==> src/rtl/cache_refill_ctrl.sv <==
// cache_refill_ctrl
//   Miss-handling front end for generic_n_way_cache. Services one CPU read at
//   a time: looks the address up through the cache read port, returns the hit
//   data, or on a miss fetches the word from backing memory over a req/ack
//   handshake, writes it into the cache and returns it. Keeps saturating
//   hit/miss statistics counters.
// Ports
//   clk, rst_n                       clock (rising edge), async active-low reset
//   cpu_req/cpu_addr/cpu_ready       request channel, accepted on req & ready
//   cpu_valid/cpu_data/cpu_err       one-cycle response strobe, data, timeout flag
//   cache_re/cache_read_addr         cache lookup port
//   cache_hit/cache_out              cache lookup result (sampled in CHECK only)
//   cache_we/cache_write_addr/cache_in  cache fill port
//   mem_req/mem_addr/mem_ack/mem_data   backing memory read handshake
//   stat_clr, hit_cnt, miss_cnt      statistics clear and counters
module cache_refill_ctrl #(
  parameter int DATA_WIDTH = 8,
  parameter int ADDR_WIDTH = 8,
  parameter int TIMEOUT    = 16,
  parameter int CNT_WIDTH  = 16
) (
  input  logic                  clk,
  input  logic                  rst_n,
  input  logic                  cpu_req,
  input  logic [ADDR_WIDTH-1:0] cpu_addr,
  output logic                  cpu_ready,
  output logic                  cpu_valid,
  output logic [DATA_WIDTH-1:0] cpu_data,
  output logic                  cpu_err,
  output logic                  cache_re,
  output logic [ADDR_WIDTH-1:0] cache_read_addr,
  input  logic                  cache_hit,
  input  logic [DATA_WIDTH-1:0] cache_out,
  output logic                  cache_we,
  output logic [ADDR_WIDTH-1:0] cache_write_addr,
  output logic [DATA_WIDTH-1:0] cache_in,
  output logic                  mem_req,
  output logic [ADDR_WIDTH-1:0] mem_addr,
  input  logic                  mem_ack,
  input  logic [DATA_WIDTH-1:0] mem_data,
  input  logic                  stat_clr,
  output logic [CNT_WIDTH-1:0]  hit_cnt,
  output logic [CNT_WIDTH-1:0]  miss_cnt
);

  localparam int TW   = (TIMEOUT == 0) ? 1 : $clog2(TIMEOUT + 1);
  localparam int TLIM = (TIMEOUT == 0) ? 0 : TIMEOUT - 1;
  localparam logic [TW-1:0] TLIM_W = TLIM[TW-1:0];

  typedef enum logic [2:0] {IDLE, LOOKUP, CHECK, MISS, FILL, RESP} state_t;

  state_t                state_q;
  logic [ADDR_WIDTH-1:0] addr_q;
  logic [DATA_WIDTH-1:0] data_q;
  logic                  err_q;
  logic [TW-1:0]         timer_q;
  logic [CNT_WIDTH-1:0]  hit_q, miss_q;

  always_ff @(posedge clk or negedge rst_n) begin
    if (!rst_n) begin
      state_q <= IDLE;
      addr_q  <= '0;
      data_q  <= '0;
      err_q   <= 1'b0;
      timer_q <= '0;
    end else begin
      case (state_q)
        IDLE: if (cpu_req) begin
          addr_q  <= cpu_addr;
          state_q <= LOOKUP;
        end
        LOOKUP: state_q <= CHECK;
        CHECK: if (cache_hit) begin
          data_q  <= cache_out;
          state_q <= RESP;
        end else begin
          timer_q <= '0;
          state_q <= MISS;
        end
        MISS: if (mem_ack) begin
          // ack beats a timeout landing on the same edge
          data_q  <= mem_data;
          state_q <= FILL;
        end else if (TIMEOUT != 0 && timer_q == TLIM_W) begin
          err_q   <= 1'b1;
          data_q  <= '0;
          state_q <= RESP;
        end else begin
          timer_q <= timer_q + 1'b1;
        end
        FILL: state_q <= RESP;
        RESP: begin
          err_q   <= 1'b0;
          state_q <= IDLE;
        end
        default: state_q <= IDLE;
      endcase
    end
  end

  // Statistics: clear wins over a same-edge increment, saturate at all-ones.
  always_ff @(posedge clk or negedge rst_n) begin
    if (!rst_n) begin
      hit_q  <= '0;
      miss_q <= '0;
    end else if (stat_clr) begin
      hit_q  <= '0;
      miss_q <= '0;
    end else if (state_q == CHECK) begin
      if (cache_hit && hit_q != '1)        hit_q  <= hit_q + 1'b1;
      else if (!cache_hit && miss_q != '1) miss_q <= miss_q + 1'b1;
    end
  end

  // All outputs are pure decodes of registered state.
  assign cpu_ready        = (state_q == IDLE);
  assign cpu_valid        = (state_q == RESP);
  assign cpu_data         = data_q;
  assign cpu_err          = err_q;
  assign cache_re         = (state_q == LOOKUP);
  assign cache_read_addr  = addr_q;
  assign cache_we         = (state_q == FILL);
  assign cache_write_addr = addr_q;
  assign cache_in         = data_q;
  assign mem_req          = (state_q == MISS);
  assign mem_addr         = addr_q;
  assign hit_cnt          = hit_q;
  assign miss_cnt         = miss_q;

endmodule
==> config.mk <==
export PLATFORM = sky130hd
export DESIGN_NAME = cache_refill_ctrl
export DESIGN_NICKNAME = d
export VERILOG_FILES = /design/src/rtl/cache_refill_ctrl.sv
export SDC_FILE = /design/constraint.sdc
export NUM_CORES = 1
export LEC_CHECK = 0
export BUFFER_PORTS_ARGS = -buffer_cell sky130_fd_sc_hd__buf_2
export CAP_MARGIN = 20
export CORE_MARGIN = 2
export CORE_UTILIZATION = 55
export DETAILED_ROUTE_END_ITERATION = 6
export GPL_ROUTABILITY_DRIVEN = 0
export PLACE_DENSITY_LB_ADDON = 0.08
export SETUP_SLACK_MARGIN = 0.15
export SLEW_MARGIN = 10
export SYNTH_ARGS = -nofsm -noshare
export SYNTH_HDL_FRONTEND = slang
export SYNTH_SLANG_ARGS = --single-unit
==> constraint.sdc <==
create_clock -name clk -period 5.4 [get_ports clk]
set_clock_uncertainty 0.05 [all_clocks]
set_input_delay 0.27 -clock clk [delete_from_list [all_inputs] [get_ports clk]]
set_output_delay 0.27 -clock clk [all_outputs]
set_load 0.01 [all_outputs]
======== Word-level counts from Yosys, hierarchy flattened ========
Cells that the tools add are included.
word-level totals
  register bits ........................... 57
  output and inout port bits .............. 78
operators by class
  add/subtract/negate cells ............... 3
  eq/ne operators ......................... 16
  mux-type cells .......................... 23
  reductions and logical operators ........ 16
operators by type and width
  operator                                                                  count
  16-bit 2-to-1 mux                                                         7
  16-bit by 1-bit adder with 16-bit output (second input constant)          2
  16-bit inequality test (second input constant)                            2
  8-bit 2-to-1 mux                                                          3
  8-bit case mux with 2 select lines                                        1
  5-bit 2-to-1 mux                                                          3
  3-bit case mux with 5 select lines                                        1
  3-bit 2-to-1 mux                                                          4
  2-bit inequality test (second input constant)                             6
  5-bit case mux with 2 select lines                                        1
  2-bit nonzero test                                                        5
  3-bit AND reduction                                                       3
  3-bit by 2-bit == test with 1-bit output (second input constant)          2
  3-bit == test (second input constant)                                     2
  2-bit AND reduction                                                       3
  5-bit by 1-bit adder with 5-bit output (second input constant)            1
  5-bit by 4-bit == test with 1-bit output (second input constant)          1
  4-bit AND reduction                                                       1
  3-bit by 1-bit == test with 1-bit output (second input constant)          1
  3-bit zero test                                                           1
  3-bit by 1-bit inequality test with 1-bit output (second input constant)  1
  1-bit logical AND                                                         2
  1-bit 2-to-1 mux                                                          2
  2-bit by 1-bit inequality test with 1-bit output (second input constant)  1
  2 further kinds                                                           2

======== Longest topological paths before layout ========
Gate-level depths: netlist of the first run.
  word-level depth ........................ 6
  mapped depth ............................ 9
  gate-level depth less buffers ........... 7

======== Least setup slack after synthesis of the first run ========
Ideal clock, no wire load.
  path kind ............................... register -> register
  from .................................... register timer_q[0]
  to ...................................... register data_q[1], in the netlist cache_in[1]
  setup time .............................. 0.082 ns
  arrival ................................. 2.096 ns
  data required time ...................... 5.268 ns
  path slack .............................. 3.172 ns
  stages on the path, launching flop included .. 10
  path through ............................ dfrtp_1 ha_1 and3_1 ha_1 clkbuf_1 nor2_1 a2111oi_4 buf_2 nor2_1 a31oi_1
between the ends
  word-level cells in the longest chain between the ends .. 3
RTL lines
  what                                                        RTL line  RTL
  from (decl)                                                 56        logic [TW-1:0] timer_q;
  from (signal assigned)                                      89        timer_q <= timer_q + 1'b1;
  5-bit by 4-bit == test with 1-bit output                    84        end else if (TIMEOUT != 0 && timer_q == TLIM_W) begin
  3-bit by 1-bit inequality test with 1-bit output (no line)  -
  3-bit AND reduction (no line)                               -
  to (signal assigned)                                        74        data_q <= cache_out;
  to (signal assigned)                                        82        data_q <= mem_data;
  to (decl)                                                   54        logic [DATA_WIDTH-1:0] data_q;
Every way passes these cells.
A chain may end at the register's enable or synchronous reset.

======== Worst setup path in the final report of the first run ========
Ends and elaborated chain as after synthesis.

==> results.toml, run 1 <==
[die]
num_rows = 27
io_pins = 108
die_h_um = 80.7
start_util = 0.577
core_mm2 = 0.00561
dieArea_mm2 = 0.00652
die_x_um = 80.7

[clock_tree]
cts_inserted_buffers = 9
ctsHoldBuffers = 0
post_cts_buffers = 0
cts.path.max_buffers = 2
clk_pin_slew_ns = 0.07
clkLatencyLatePin_ns = 0.33
cts.sinks = 57
cts_tree = "done"
root_buffer = "clkbuf_8"
htreeDepth = 3
cts_resized = 0

[worst_setup_path]
start_kind = "flop"
required_ns = 5.59
arrival_ns = 2.72
critPathKind = "reg -> reg"
cp-end-kind = "flop"
cp_max_fo = 17

[routing]
firstDrtPassIters = 4
wl_mm = 7.47
antenna_left = 0
drt_iter0_drc = 147
wire_per_inst_um = 15.2
viasPerCell = 5.80
drc = 0
vias = 2843

[cells_and_area]
layout.cells.non_filler = 490
diodes = 0
post-route-util = 0.679
drive_above_1_share = 0.359
ff_latch_area_mm2 = 0.00143
nFillCells = 500
areaGrowthSynthToFinish_pct = 17.6
nNetsFinal = 447
multiInputGateArea_mm2 = 0.00153

[logic_synthesis]
synth_ff_type = "dfrtp_1"
yosysWarnings = 0
syn_inst = 337
avgSynthCellArea_um2 = 9.61
synth-async-reset-ratio = 1.00
synth_cell_types = 46
netlist_area_mm2 = 0.00324
yosysSeqAreaShare = 0.440
syn_nets = 371
synth-seq-cells = 57
synth_edf_count = 0

[sta]
drv_slew = 0
setup_tns_ns = 0
slew_headroom = 0.421
post-route-period-util = 0.468
worst_slew_pin_slew_ns = 0.869
fmax_mhz = 395
hold_violations = 0
whs_ns = 0.0187
setup_viol = 0
rsz0062_at_grt = "false"
min_period_ns = 2.53

[placement]
dpl.hpwl_mm = 5.25
dpl.cell_count = 474
io_buffers = 107

[hold_path]
hp-class = "in -> async"

[pwr]
pwr_density_cell_mw_per_mm2 = 394
vdd.ir_drop.worst_v = 0.000269
p_leak_nw = 1.77

[grt]
globalRouteOverflowTotal = 0
grt_usage = 0.235
grt_pass1_vias = 2618
antenna_found_initial = 0
grt_max_degree = 58
grt_pass1_wl_mm = 11.9

[outcome]
outcome = "finished clean"

[flow_run]
drv_cap = 0
power by group:
part / leakage (nW) / switching (mW) / internal, mW / total [mW]
registers: 0.749 / 0.0939 / 0.512 / 0.606
logic: 0.916 / 0.281 / 0.229 / 0.511
clock network: 0.102 / 0.168 / 0.216 / 0.384
per-stage QoR:
| stage | total power [mW] | area, um2 | setup slack, ns |
|---|---|---|---|
| global route | 1.61 | 3810 | 2.61 |
| global placement | 1.11 | 3610 | 3.07 |
| floorplan | 1.04 | 3240 | 3.17 |
| detailed placement | 1.13 | 3610 | 2.94 |
| CTS | 1.51 | 3810 | 2.91 |
| finish | 1.50 | 3810 | 2.87 |
synth_stat cells (7+ instances only):
cell	instances	share of area
a21oi_1	24	0.037
mux2_2	19	0.066
o31ai_1	11	0.026
nand3_1	20	0.031
dfrtp_1	57	0.44
a31oi_1	8	0.015
buf_4	26	0.060
nand2_1	16	0.019
nand4_1	7	0.014
or4_1	11	0.026
clkbuf_1	12	0.014
nor2_1	31	0.036
nor2b_1	10	0.019
worst max-delay path, stage by stage, from the launching register on:
cell	delay, ns
dfrtp_1	0.41
ha_1	0.19
and3_1	0.16
ha_1	0.34
nor2_1	0.16
a2111oi_4	0.85
nor2_1	0.10
a31oi_1	0.19
final timing paths:
kind                                     from            endpoint  slack (ns)  cells after the start
min                                     rst_n          hit_cnt[6]        0.02                      2
max reg2reg                        timer_q[0]         cache_in[1]        2.87                      7
min reg2reg                cache_read_addr[7]  cache_read_addr[7]        0.49                      1
max                                timer_q[0]         cache_in[1]        2.87                      7
min in group clk                  cpu_addr[7]  cache_read_addr[7]        0.12                      2
max in group asynchronous               rst_n         miss_cnt[6]        4.79                      2
state kept, by name, indices dropped and copies added (netlist names):
signal,flops
hit_cnt,16
miss_cnt,16
cache_in,8
cache_read_addr,8
timer_q,5
state_q,3
cpu_err,1
layer usage:
| metal | GRT usage | wire length [um] | up-vias |
|---|---|---|---|
| li1 | - | - | 1368 |
| met4 | 0.0881 | 109 | 0 |
| met5 | 0 | 0 | - |
| met3 | 0.0567 | 393 | 9 |
| met2 | 0.386 | 3730 | 91 |
| met1 | 0.302 | 3240 | 1375 |
placed cells by master, fill, tap and decap left out, types with 8 or more instances in the layout:
cell type	n
buf_2	107
dfrtp_1	57
nor2_1	31
a21oi_1	24
nand3_1	20
mux2_2	19
nand2_1	16
clkbuf_8	13
o31ai_1	11
or4_1	11
nor2b_1	10
a31oi_1	8
cells by family after synthesis:
logic type | synth area share
simple gates | 0.245
compound gates | 0.134
flops | 0.440
buf+inv | 0.0904
mux | 0.0692
fa+ha+maj | 0.0155
xor+xnor | 0.00541
area by class of cell:
cell class	count	share of cell area
repair buffers	109	0.145
inverters	6	0.00592
well taps	72	0.0237
clock inverters	2	0.00263
multi-input cells	230	0.401
clock buffers	14	0.0480
flip-flops and latches	57	0.375
Power figures use the tool's default switching activity.
==> inputs of run 2 (changes only) <==
ABC_AREA = 1   (was not set)
CORE_UTILIZATION = 52   (was 55)
clock period = 2.4 ns   (was 5.4 ns; I/O delays follow)
==> run 2 against run 1 <==
Effect of this change:
- the flow now finishes with violations (DRC)
- die area grew 13%
- via count grew 16%
- flip-flop and latch count is the same
- first-iteration DRC count grew 24%
- design area grew 10%
- final cell count grew 30%
- worst setup slack lost 2.3 ns
- critical endpoint is now cache_in[6]
==> results.toml, run 2 <==
[grt]
grt_max_degree = 34
grt_pass1_vias = 3090
use_met2 = 0.400
grt_busiest_layer = "met2"
grt_pass1_wl_mm = 14.2
grt_usage = 0.241
globalRouteOverflowTotal = 0
antenna_found_initial = 0
met1_usage = 0.315
grt_use_met3 = 0.0375

[cells_and_area]
final_area_mm2 = 0.00421
layout_commonest_cell = "nand2_1"
post-route-util = 0.655
areaGrowthSynthToFinish_pct = 20.7
diodes = 0
drive_above_1_share = 0.297
nNetsFinal = 591
final_cell_mix = "165 x nand2_1, 107 x buf_2, 57 x dfrtp_1"
nFillCells = 584

[pwr]
pwr_density_cell_mw_per_mm2 = 852
vdd.ir_drop.worst_v = 0.000612
p_leak_nw = 2.23
total_power_mw = 3.58

[sta]
min_period_ns = 1.82
whs_ns = 0.0244
worst_slew_pin_slew_ns = 0.763
drv_slew = 0
setup_tns_ns = 0
rsz0062_at_grt = "false"
setup_viol = 0
slew_headroom = 0.492
hold_violations = 0
fmax_mhz = 550
post-route-period-util = 0.757

[worst_setup_path]
start_kind = "flop"
worst-path-stages = 10
cp-end-kind = "flop"
cp_max_fo = 9
critPathKind = "reg -> reg"
path_buf_inv = 2
r2r_end = "cache_in[6]"
rrSetupSlack_ns = 0.58
path_cells = "ha_1 > nand2_1 > nor2_1 > ha_1 > nor2_1 > inv_2 > nand3_2 > inv_2 > nand2_1 > nand2_1"
critPathTopFamily = "simple AND/OR/NAND/NOR gates"
required_ns = 2.59
cp_slowest_cell = "dfrtp_1"
r2r-start = "timer_q[0]"
cpMostUsedCell = "nand2_1"
reg2regPathDepth = 10
max_stage_delay_ns = 0.41
arrival_ns = 2.00

[logic_synthesis]
synthTopCellsByArea = "dfrtp_1 41%, nand2_1 18%, nor2_1 5.3%"
syn_nets = 493
netlist_area_mm2 = 0.00348
synth_ff_type = "dfrtp_1"
yosysSeqAreaShare = 0.409
synth-seq-cells = 57
synth_cell_types = 33
synth_most_common_cell = "nand2_1"
synthTopCellsByCount = "165 x nand2_1, 57 x dfrtp_1, 49 x nor2_1"
yosysTopAreaCell = "dfrtp_1"
avgSynthCellArea_um2 = 7.59
synth-async-reset-ratio = 1.00
yosysWarnings = 0
syn_inst = 459
synth.top_cell.area_share = 0.409
synth_edf_count = 0

[die]
num_rows = 29
die_h_um = 85.9
die_x_um = 85.9
dieArea_mm2 = 0.00737
start_util = 0.543
core_mm2 = 0.00642
io_pins = 108

[placement]
place_area_mm2 = 0.00390
io_buffers = 107
dpl.hpwl_mm = 5.92

[routing]
viasPerCell = 5.17
wl_mm = 8.41
drt_iter0_drc = 182
wire_per_inst_um = 13.2
drc = 8
firstDrtPassIters = 7
vias = 3303
antenna_left = 0

[clock_tree]
root_buffer = "clkbuf_8"
cts.path.max_buffers = 2
cts_tree = "done"
cts.sinks = 57
htreeDepth = 3
clk_pin_slew_ns = 0.07
clkLatencyLatePin_ns = 0.34
post_cts_buffers = 0
cts_inserted_buffers = 9

[outcome]
violations = "DRC"
outcome = "complete, but fails checks"

[hold_path]
hold_depth = 5
min_from = "cache_out[4]"
hold_end = "cache_in[4]"
hp-class = "in -> reg"

[flow_run]
drv_cap = 0
## run 2: cell count changes after synthesis, sizes merged, moves of 11 or more
cell,before,now
a21oi,24,3
mux2,19,8
o31ai,11,0
or4,11,0
nor2,31,56
nand4,8,26
xor2,0,12
nand2,16,175
inv,5,29
## run 2: repair_timing
item / CTS / global route
endpoints found under the hold margin: 39 / 0
endpoints found under the setup margin: 0 / 11
resized for setup: 0 / 1
hold buffers: 9 / 0
## run 2: tightest hold or removal path, cell delays in order
cell	delay, ns
buf_2	0.07
nand2_1	0.04
nand2_1	0.06
nand2_1	0.05
nand2_1	0.05
## run 2: logic make-up after synthesis
family,synth area share
compound gates,0.0402
flops,0.409
mux,0.0287
buf+inv,0.103
fa+ha+maj,0.0144
xor+xnor,0.0327
simple gates,0.372
## run 2: worst max-delay path by stage
stage / startpoint / to / slack (ns)
2_1_floorplan: hit_cnt[1] / hit_cnt[10] / 0.76
3_3_place_gp: hit_cnt[0] / hit_cnt[12] / 0.42
3_5_place_dp: hit_cnt[0] / hit_cnt[10] / 0.35
4_1_cts: hit_cnt[0] / hit_cnt[10] / 0.32
5_1_grt: timer_q[0] / cache_in[6] / 0.41
6_report: timer_q[0] / cache_in[6] / 0.58
## run 2: per-layer routing
layer  vias up  routed length [um]  share of wire
li1       1648                   -              -
met1      1543                3710           0.44
met2        95                4080           0.48
met3        17                 446          0.053
met4         0                 175          0.021
met5         -                   0              0
## run 2: final cells by class
cell class,instances,area (um2),area share
repair buffers,120,656,0.156
clock buffers,10,128,0.0303
flip-flops and latches,57,1430,0.339
well taps,77,96.3,0.0229
multi-input cells,339,1700,0.405
clock inverters,6,82.6,0.0196
inverters,30,115,0.0274
## run 2: where the power goes
part / switching, mW / leakage [nW] / total [mW] / internal [mW]
sequential: 0.153 / 0.760 / 1.31 / 1.16
clock: 0.397 / 0.106 / 0.976 / 0.579
combinational: 0.772 / 1.36 / 1.29 / 0.521
total: 1.32 / 2.23 / 3.58 / 2.26
## run 2: stage by stage
step                instances  setup slack (ns)
finish                    639             0.583
global placement          614             0.422
floorplan                 459             0.759
global route              639             0.409
CTS                       639             0.318
detailed placement        614             0.349
==> inputs of run 3 (changes only) <==
clock period = 1.8 ns   (was 2.4 ns; I/O delays follow)
==> run 3 against run 2 <==
Effect of this change:
- the flow finishes with violations (DRC, hold timing)
- global-route usage rose by 2.6 points
- utilization rose by 9.5 points
- combinational power rose by 60%
- count of clock-buffer cells in the layout did not move
- worst setup slack got worse by 0.42 ns
- design area rose by 15%
- critical path type unchanged
==> results.toml, run 3 (same netlist as run 2, synthesis figures left out) <==
[grt]
antenna_found_initial = 0
grt_max_degree = 58
grt_pass1_wl_mm = 15.5
grt_pass1_vias = 3398
grt_usage = 0.267
globalRouteOverflowTotal = 0

[outcome]
violations = "DRC, hold timing"
outcome = "complete, but fails checks"

[hold_path]
hp-class = "in -> reg"
hold_depth = 3

[cells_and_area]
drive_above_1_share = 0.379
ff_latch_area_mm2 = 0.00143
diodes = 0
areaGrowthSynthToFinish_pct = 38.2
final_cell_mix = "161 x nand2_1, 107 x buf_2, 54 x dfrtp_1"
multiInputGateArea_mm2 = 0.00184
layout_commonest_cell = "nand2_1"
nFillCells = 529
nNetsFinal = 647

[clock_tree]
cts_tree = "done"
clk_pin_slew_ns = 0.07
cts.sinks = 57
clkLatencyLatePin_ns = 0.35
cts_inserted_buffers = 9
root_buffer = "clkbuf_8"
htreeDepth = 3
cts.path.max_buffers = 2

[die]
num_rows = 29
die_h_um = 85.9
io_pins = 108
core_mm2 = 0.00642
dieArea_mm2 = 0.00737
start_util = 0.543
die_x_um = 85.9

[routing]
vias = 3641
wl_mm = 9.76
firstDrtPassIters = 7
viasPerCell = 5.24
drt_iter0_drc = 201
wire_per_inst_um = 14.0
antenna_left = 0
drc = 11

[pwr]
pwr-share-seq = 0.348
total_power_mw = 5.04
vdd.ir_drop.worst_v = 0.000817
p_leak_nw = 2.53
pwr_density_cell_mw_per_mm2 = 1050
p_switching_mw = 1.95
share_comb_of_total_power = 0.409
clockPowerShare = 0.242
swShare = 0.386
internal-power_mw = 3.10

[sta]
whs_ns = -0.00168
hold_violations = 1
drv_slew = 0
rsz0062_at_grt = "true"
setup_ws_ns = 0.162
min_period_ns = 1.64
setup_viol = 0
slew_headroom = 0.746
worst_slew_pin_slew_ns = 0.380
post-route-period-util = 0.910
fmax_mhz = 611

[worst_setup_path]
crit_path_start = "timer_q[1]"
r2r_end = "timer_q[2]"
arrival_ns = 1.82
rrSetupSlack_ns = 0.16
path_cells = "ha_2 > nand2_2 > nor2_2 > ha_4 > inv_1 > nor2_4 > a21oi_4 > nand4_1 > nand2_1"
critPathKind = "reg -> reg"
r2r-start = "timer_q[1]"
max_stage_delay_ns = 0.40
cp_slowest_cell = "dfrtp_1"
cp-endpoint = "timer_q[2]"
cp-end-kind = "flop"
critPathTopFamily = "simple AND/OR/NAND/NOR gates"
worst-path-stages = 9
required_ns = 1.98
start_kind = "flop"
cp_max_fo = 6
path_buf_inv = 1
reg2regPathDepth = 9

[placement]
io_buffers = 107
dpl.hpwl_mm = 6.40
dp_slack_ns = -0.197

[flow_run]
drv_cap = 0
run 3: through the flow:
step	TNS (ns)	utilization	hold slack, ns	instance area, um2	cells
3_5_place_dp	-1.78	0.645	0.0678	4150	643
3_3_place_gp	-1.00	0.645	0.0693	4150	643
2_1_floorplan	0	-	-0.256	3480	459
5_1_grt	0	0.750	0.0213	4820	695
4_1_cts	0	0.717	0.00788	4610	684
6_report	0	0.750	-0.00168	4820	695
run 3: power groups by stage:
stage | Combinational [mW] | Clock, mW | Sequential [mW]
2_1_floorplan | 1.28 | 0 | 1.86
3_3_place_gp | 1.74 | 0 | 1.76
3_5_place_dp | 1.76 | 0 | 1.77
4_1_cts | 1.90 | 1.23 | 1.74
5_1_grt | 2.27 | 1.29 | 1.79
6_report | 2.06 | 1.22 | 1.76
run 3: metal layers:
layer  GRT usage  wire length (um)  up-vias
met3      0.0520               577       23
met5           0                 0        -
met2       0.446              4760      140
met1       0.344              4190     1699
met4      0.0981               236        0
li1            -                 -     1779
run 3: final cells by class:
| type | instances | share of cell area |
|---|---|---|
| repair buffers | 174 | 0.234 |
| well taps | 77 | 0.0200 |
| multi-input cells | 341 | 0.382 |
| flip-flops and latches | 57 | 0.297 |
| clock buffers | 10 | 0.0286 |
| inverters | 30 | 0.0265 |
| clock inverters | 6 | 0.0120 |
run 3: how the worst min path moves through the flow:
stage | slack, ns | startpoint | to
finish | -0.002 | cpu_req | state_q[2]
detailed placement | 0.07 | rst_n | cache_read_addr[4]
floorplan | -0.26 | rst_n | cache_in[0]
CTS | 0.008 | mem_data[6] | cache_in[6]
global route | 0.02 | mem_data[7] | cache_in[7]
global placement | 0.07 | rst_n | hit_cnt[10]
run 3: worst reg2reg max path: stages (launching register included):
cell and delay, ns:
dfrtp_1 0.40, ha_2 0.21, nand2_2 0.07, nor2_2 0.19, ha_4 0.19, inv_1 0.07, nor2_4 0.14, a21oi_4 0.06
nand4_1 0.09, nand2_1 0.06
run 3: what timing repair did:
action,in CTS,in global routing
resized for setup,9,31
setup endpoints to repair,39,47
buffers inserted,6,11
endpoints found under the hold margin,73,0
gates cloned,2,0
hold buffers,17,0
pin swaps,6,20
